File: src/rtl/cpu_seq_pkg.sv
// Shared types and constants for the phase sequencer.
package cpu_seq_pkg;

  typedef enum logic [2:0] {
    ST_IDLE    = 3'd0,
    ST_FETCH   = 3'd1,
    ST_DECODE  = 3'd2,
    ST_EXECUTE = 3'd3,
    ST_MEMORY  = 3'd4,
    ST_WRITE   = 3'd5,
    ST_HALT    = 3'd6
  } state_t;

  localparam logic [1:0] FAULT_NONE  = 2'b00;
  localparam logic [1:0] FAULT_IMEM  = 2'b01;
  localparam logic [1:0] FAULT_ALIGN = 2'b10;
  localparam logic [1:0] FAULT_DMEM  = 2'b11;

  localparam int INSTR_BYTES = 4;

endpackage

File: src/rtl/cpu_sequencer_wait_timer.sv
// Wait-state timer shared by the instruction and data memory handshakes.
// expired is asserted during the MAX_WAIT-th consecutive counting cycle.
module wait_timer #(
  parameter int MAX_WAIT = 15
) (
  input  logic clk,
  input  logic rst,
  input  logic clear,
  input  logic count,
  output logic expired
);

  localparam int CW = $clog2(MAX_WAIT + 1);

  logic [CW-1:0] cnt;

  // Count cycles spent waiting; saturate so the counter never wraps.
  always_ff @(posedge clk or posedge rst) begin
    if (rst) begin
      cnt <= '0;
    end else if (clear) begin
      cnt <= '0;
    end else if (count && (cnt != CW'(MAX_WAIT))) begin
      cnt <= cnt + CW'(1);
    end
  end

  // cnt holds the cycles already elapsed, so the current cycle is cnt+1.
  assign expired = count && (cnt == CW'(MAX_WAIT - 1));

endmodule

File: src/rtl/cpu_sequencer.sv
// Handshaked multi-cycle phase sequencer and program counter.
module cpu_sequencer
  import cpu_seq_pkg::*;
#(
  parameter int                XLEN         = 32,
  parameter logic [XLEN-1:0]   RESET_VECTOR = '0,
  parameter int                CNT_W        = 32,
  parameter int                MAX_WAIT     = 15
) (
  input  logic             clk,
  input  logic             rst,
  input  logic             run,
  input  logic             step_mode,
  input  logic             step_req,
  output logic             imem_req,
  input  logic             imem_ack,
  output logic             dmem_req,
  input  logic             dmem_ack,
  input  logic             is_mem_op,
  input  logic             is_halt_op,
  input  logic             jump_en,
  input  logic [XLEN-1:0]  jump_target,
  input  logic             reg_write_en,
  output logic             if_en,
  output logic             id_en,
  output logic             exe_en,
  output logic             mem_en,
  output logic             wb_en,
  output logic [XLEN-1:0]  pc,
  output logic [XLEN-1:0]  pc_plus4,
  output logic [CNT_W-1:0] retired,
  output logic             halted,
  output logic             fault,
  output logic [1:0]       fault_cause
);

  state_t     state, next_state;
  logic       mem_pass;
  logic       retire;
  logic [1:0] fault_set;
  logic       misaligned;
  logic       tmr_clear, tmr_count, tmr_expired;

  assign pc_plus4   = pc + XLEN'(INSTR_BYTES);
  assign misaligned = jump_en && (jump_target[1:0] != 2'b00);
  assign halted     = (state == ST_HALT);
  assign fault      = (fault_cause != FAULT_NONE);

  // One timer serves both handshakes; it is held clear outside FETCH/MEMORY
  // so each entry starts from zero.
  assign tmr_count = (state == ST_FETCH) || (state == ST_MEMORY);
  assign tmr_clear = !tmr_count;

  wait_timer #(.MAX_WAIT(MAX_WAIT)) u_timer (
    .clk     (clk),
    .rst     (rst),
    .clear   (tmr_clear),
    .count   (tmr_count),
    .expired (tmr_expired)
  );

  // State register.
  always_ff @(posedge clk or posedge rst) begin
    if (rst) state <= ST_IDLE;
    else     state <= next_state;
  end

  // Next-state logic and Moore phase enables; wb_en also gated by reg_write_en.
  always_comb begin
    next_state = state;
    imem_req   = 1'b0;
    dmem_req   = 1'b0;
    if_en      = 1'b0;
    id_en      = 1'b0;
    exe_en     = 1'b0;
    mem_en     = 1'b0;
    wb_en      = 1'b0;
    retire     = 1'b0;
    fault_set  = FAULT_NONE;
    case (state)
      ST_IDLE: begin
        if (run && (!step_mode || step_req)) next_state = ST_FETCH;
      end
      ST_FETCH: begin
        imem_req = 1'b1;
        if_en    = 1'b1;
        if (imem_ack) begin
          next_state = ST_DECODE;
        end else if (tmr_expired) begin
          next_state = ST_HALT;
          fault_set  = FAULT_IMEM;
        end
      end
      ST_DECODE: begin
        id_en      = 1'b1;
        next_state = ST_EXECUTE;
      end
      ST_EXECUTE: begin
        exe_en     = 1'b1;
        next_state = is_mem_op ? ST_MEMORY : ST_WRITE;
      end
      ST_MEMORY: begin
        dmem_req = 1'b1;
        mem_en   = 1'b1;
        if (dmem_ack) begin
          next_state = ST_WRITE;
        end else if (tmr_expired) begin
          next_state = ST_HALT;
          fault_set  = FAULT_DMEM;
        end
      end
      ST_WRITE: begin
        mem_en = mem_pass;
        if (misaligned) begin
          next_state = ST_HALT;
          fault_set  = FAULT_ALIGN;
        end else begin
          wb_en  = reg_write_en;
          retire = 1'b1;
          if (is_halt_op)     next_state = ST_HALT;
          else if (step_mode) next_state = ST_IDLE;
          else                next_state = ST_FETCH;
        end
      end
      ST_HALT: begin
        next_state = ST_HALT;
      end
      default: begin
        next_state = ST_IDLE;
      end
    endcase
  end

  // Architectural state: PC, retired count, fault cause and MEMORY-visit flag.
  always_ff @(posedge clk or posedge rst) begin
    if (rst) begin
      pc          <= RESET_VECTOR;
      retired     <= '0;
      fault_cause <= FAULT_NONE;
      mem_pass    <= 1'b0;
    end else begin
      if (retire) begin
        pc      <= jump_en ? jump_target : pc_plus4;
        retired <= retired + CNT_W'(1);
      end
      if (state == ST_EXECUTE) mem_pass <= is_mem_op;
      if (fault_set != FAULT_NONE) fault_cause <= fault_set;
    end
  end

endmodule

File: config.mk
export PLATFORM = sky130hd
export DESIGN_NAME = cpu_sequencer
export DESIGN_NICKNAME = d
export VERILOG_FILES = /design/src/rtl/cpu_seq_pkg.sv /design/src/rtl/cpu_sequencer_wait_timer.sv /design/src/rtl/cpu_sequencer.sv
export SDC_FILE = /design/constraint.sdc
export NUM_CORES = 1
export LEC_CHECK = 0
export CAP_MARGIN = 20
export CORE_MARGIN = 4
export CORE_UTILIZATION = 42
export CTS_BUF_LIST = sky130_fd_sc_hd__clkbuf_8
export CTS_CLUSTER_DIAMETER = 150
export DETAILED_ROUTE_END_ITERATION = 12
export PLACE_DENSITY_LB_ADDON = 0.05
export SYNTH_ARGS = -nofsm -noshare
export SYNTH_HDL_FRONTEND = slang
export SYNTH_SLANG_ARGS = --single-unit
File: constraint.sdc
create_clock -name clk -period 2.65 [get_ports clk]
set_input_delay 0.6625 -clock clk [delete_from_list [all_inputs] [get_ports clk]]
set_output_delay 0.6625 -clock clk [all_outputs]
set_load 0.02 [all_outputs]
==> impl_metrics.env <==
export IMPL_cts_root_buf="clkbuf_8"
export IMPL_crit_required_ns=1.99
export IMPL_cp_common_cell="buf_4"
export IMPL_dp_cells=739
export IMPL_routed_wl_um=12520
export IMPL_power_total_mw=6.420
export IMPL_vias=3970
export IMPL_final_layout_size_suffix_gt1_share_pct=22.77
export IMPL_tightest_slew_ns=0.4793
export IMPL_timing_hold_ws_ns=0.4761
export IMPL_setup_violations=2
export IMPL_cts_sinks=74
export IMPL_ys_flop_type="dfrtp_1"
export IMPL_crit_buf_inv=2
export IMPL_clock_power_share_pct=14.8
export IMPL_setup_slack_ns=-0.01175
export IMPL_crit_path_cell_trace="ha_2, and3_4, nand4_4, buf_4, nor2_1, xor2_1, buf_4"
export IMPL_dpl_cell_area_um2=6143
export IMPL_clk_transition_reported_paths_ns=0.09
export IMPL_peakVddDrop_uv=598.8
export IMPL_crit_family="simple AND/OR/NAND/NOR gates"
export IMPL_place_gp_congestion=0.8146
export IMPL_cap_violations=0
export IMPL_drtPass1Iterations=4
export IMPL_wl_per_cell_um=16.45
export IMPL_insertedDiodeCount=0
export IMPL_dieWidth_um=108.3
export IMPL_worst_path_max_fanout=4
export IMPL_io_pins=150
export IMPL_ys_types=48
export IMPL_fin_cells=761
export IMPL_ys_seq_elements=74
export IMPL_grt_pass1_wl_um=19860
export IMPL_worstPathArrival_ns=2.00
export IMPL_cts_tree="done"
export IMPL_rows=36
export IMPL_p_comb_share_pct=56.4
export IMPL_hold_violations=0
export IMPL_cpPeakStageDelay_ns=0.38
export IMPL_die_h_um=108.3
export IMPL_failed_checks="setup timing"
export IMPL_p_sw_mw=2.771
export IMPL_synth_edff_count=0
export IMPL_status="finished with violations"
export IMPL_initial_core_util_pct=43.25
export IMPL_worst_setup_path_type="flip-flop to output pin"
export IMPL_grt_usage_pct=21.51
export IMPL_clk_latency_ns=0.36
export IMPL_skew_ns=0.01303
export IMPL_maxSlewViolCount=0
export IMPL_dieArea_um2=11740
export IMPL_rsz0062_at_grt="true"
export IMPL_first_global_vias=3933
export IMPL_grt_max_degree=75
export IMPL_power_density_nw_per_um2=989.8
export IMPL_syn_num_nets=484
export IMPL_async_reset_ff_share_pct=100.0
export IMPL_fmax_mhz=375.7
export IMPL_syn_area_um2=4228
export IMPL_ant_nets=0
export IMPL_leakagePower_nw=2.994
export IMPL_fin_area_um2=6486
export IMPL_setup_tns_ns=-0.01502
export IMPL_min_period_ns=2.662
export IMPL_endpoint_kind="output pin"
export IMPL_maxSlewHeadroom_pct=67.97
export IMPL_drtIter0Drc=199
export IMPL_critPathSlowestCell="dfrtp_1"
export IMPL_syn_inst=437
export IMPL_hpwl_um=8947
export IMPL_htree_levels=3
export IMPL_clock_path_buffers=2
export IMPL_cp_start_kind="flip-flop"
export IMPL_grt_ovfl_total=0
export IMPL_cellInternalPower_mw=3.649
export IMPL_seqPwrFrac_pct=28.8
export IMPL_synth_area_per_cell_um2=9.675
export IMPL_ys_warnings_count=0
export IMPL_hold_class="flip-flop to flip-flop"
export IMPL_area_growth_pct=53.42
export IMPL_switching_share_pct=43.16
export IMPL_cts_buffers=9
export IMPL_vias_per_cell=5.217
export IMPL_nNetsFinal=670
export IMPL_antenna_found_initial=0
export IMPL_ys_seq_area_share_pct=43.80
export IMPL_hold_buffers=0
export IMPL_period_share_pct=100.4
export IMPL_nFillCells=808
export IMPL_io_buffers=149
export IMPL_drc=0
export IMPL_coreArea_um2=9774
cell families (layout without fill, tap and decap cells):
kind of cell,after synthesis,after routing,synth area share [%]
XOR/XNOR,60,60,12.43
AO/OA/AOI/OAI,61,61,11.22
multiplexers,1,1,0.2663
flip-flops,74,74,43.80
adder cells (fa/ha/maj),4,4,1.184
buffers and inverters,44,235,4.557
AND/OR/NAND/NOR,193,193,26.55
routing by layer:
layer | track usage (%) | routed length [um]
met4 | 7.935 | 216
met5 | 0 | 0
met1 | 29.23 | 5642
met3 | 4.418 | 762
met2 | 34.01 | 5900
cell usage in the layout (no fill, tap or decap), drive strengths merged, types with 4 or more instances in the layout:
master         instances
a21o                   7
a221o                 19
a22o                   6
and2                   5
and3                  17
and4                   5
buf                   70
clkbuf                11
clkdlybuf4s50        120
dfrtp                 74
ha                     4
inv                   24
nand2                 43
nand3                 29
nand4                 18
nor2                  37
nor3                  19
nor4                   7
o21ai                 15
xnor2                 34
xor2                  26
path summary, 6_finish.rpt:
path	start	end	slack, ns	depth (start not counted)
setup reg to reg	pc[15]	pc[24]	0.67	8
max in group asynchronous	rst	state[2]	1.59	3
min in group asynchronous	rst	retired[27]	0.69	3
hold reg to reg	retired[31]	retired[31]	0.48	1
setup / recovery	pc[2]	pc_plus4[16]	-0.01	7
hold / removal	retired[31]	retired[31]	0.48	1
cells in the mapped netlist, types with 3 or more instances:
library cell	n	share of area, %
a211oi_1	3	0.53
xnor2_1	34	7.0
dfrtp_1	74	44
and2_1	5	0.74
or3_1	3	0.44
clkbuf_1	12	1.1
and3_1	17	2.5
nor4_4	3	1.5
o21ai_0	13	1.5
a22o_1	6	1.2
a221o_1	19	4.5
xor2_1	26	5.4
nand3_1	27	3.2
nand4_1	14	2.1
nor3_1	13	1.5
inv_1	20	1.8
buf_4	5	0.89
and4_1	5	1.0
nand2_1	42	3.7
a21o_1	7	1.2
buf_2	6	0.71
nor2_1	37	3.3
nor3_2	6	1.4
ha_1	4	1.2
worst register-to-register path: stages, from the launching register on:
cell	delay, ns
dfrtp_1	0.37
nand4_1	0.13
buf_6	0.16
nor4_4	0.31
buf_6	0.17
nand3_2	0.09
xnor2_2	0.16
buf_4	0.14
a221o_1	0.33
power groups by stage:
stage	Combinational [mW]	Clock (mW)	Sequential, mW
2_1_floorplan	1.56	0	2.10
3_3_place_gp	3.56	0	1.81
3_5_place_dp	3.60	0	1.82
4_1_cts	3.51	0.977	1.82
5_1_grt	3.86	1.03	1.90
6_report	3.62	0.952	1.85
metrics by stage:
step           utilization, %  setup slack, ns
2_1_floorplan               -         0.006285
3_3_place_gp            62.85          -0.2570
3_5_place_dp            62.85          -0.2918
4_1_cts                 64.82         -0.05043
5_1_grt                 66.36          -0.1182
6_report                66.36         -0.01175
cell type report:
| type | instances | area [um2] | area share, % |
|---|---|---|---|
| tap | 133 | 166.4 | 2.566 |
| multi-input combinational | 319 | 2344 | 36.13 |
| timing repair buffer | 199 | 1836 | 28.30 |
| sequential | 74 | 1858 | 28.65 |
| clock inverter | 7 | 83.83 | 1.292 |
| inverter | 20 | 75.07 | 1.157 |
| clock buffer | 9 | 123.9 | 1.910 |
registers in the layout, indices dropped and copies added, names as in the netlist:
signal	count
fault_cause	2
mem_pass	1
pc	32
retired	32
state	3
u_timer.cnt	4
what timing repair did:
action	CTS	global route
hold endpoints to repair	0	0
endpoints found under the setup margin	27	27
pin swaps	6	10
cloned	0	0
setup buffers	1	5
resized for setup	118	38
(Power assumes the default switching activity.)
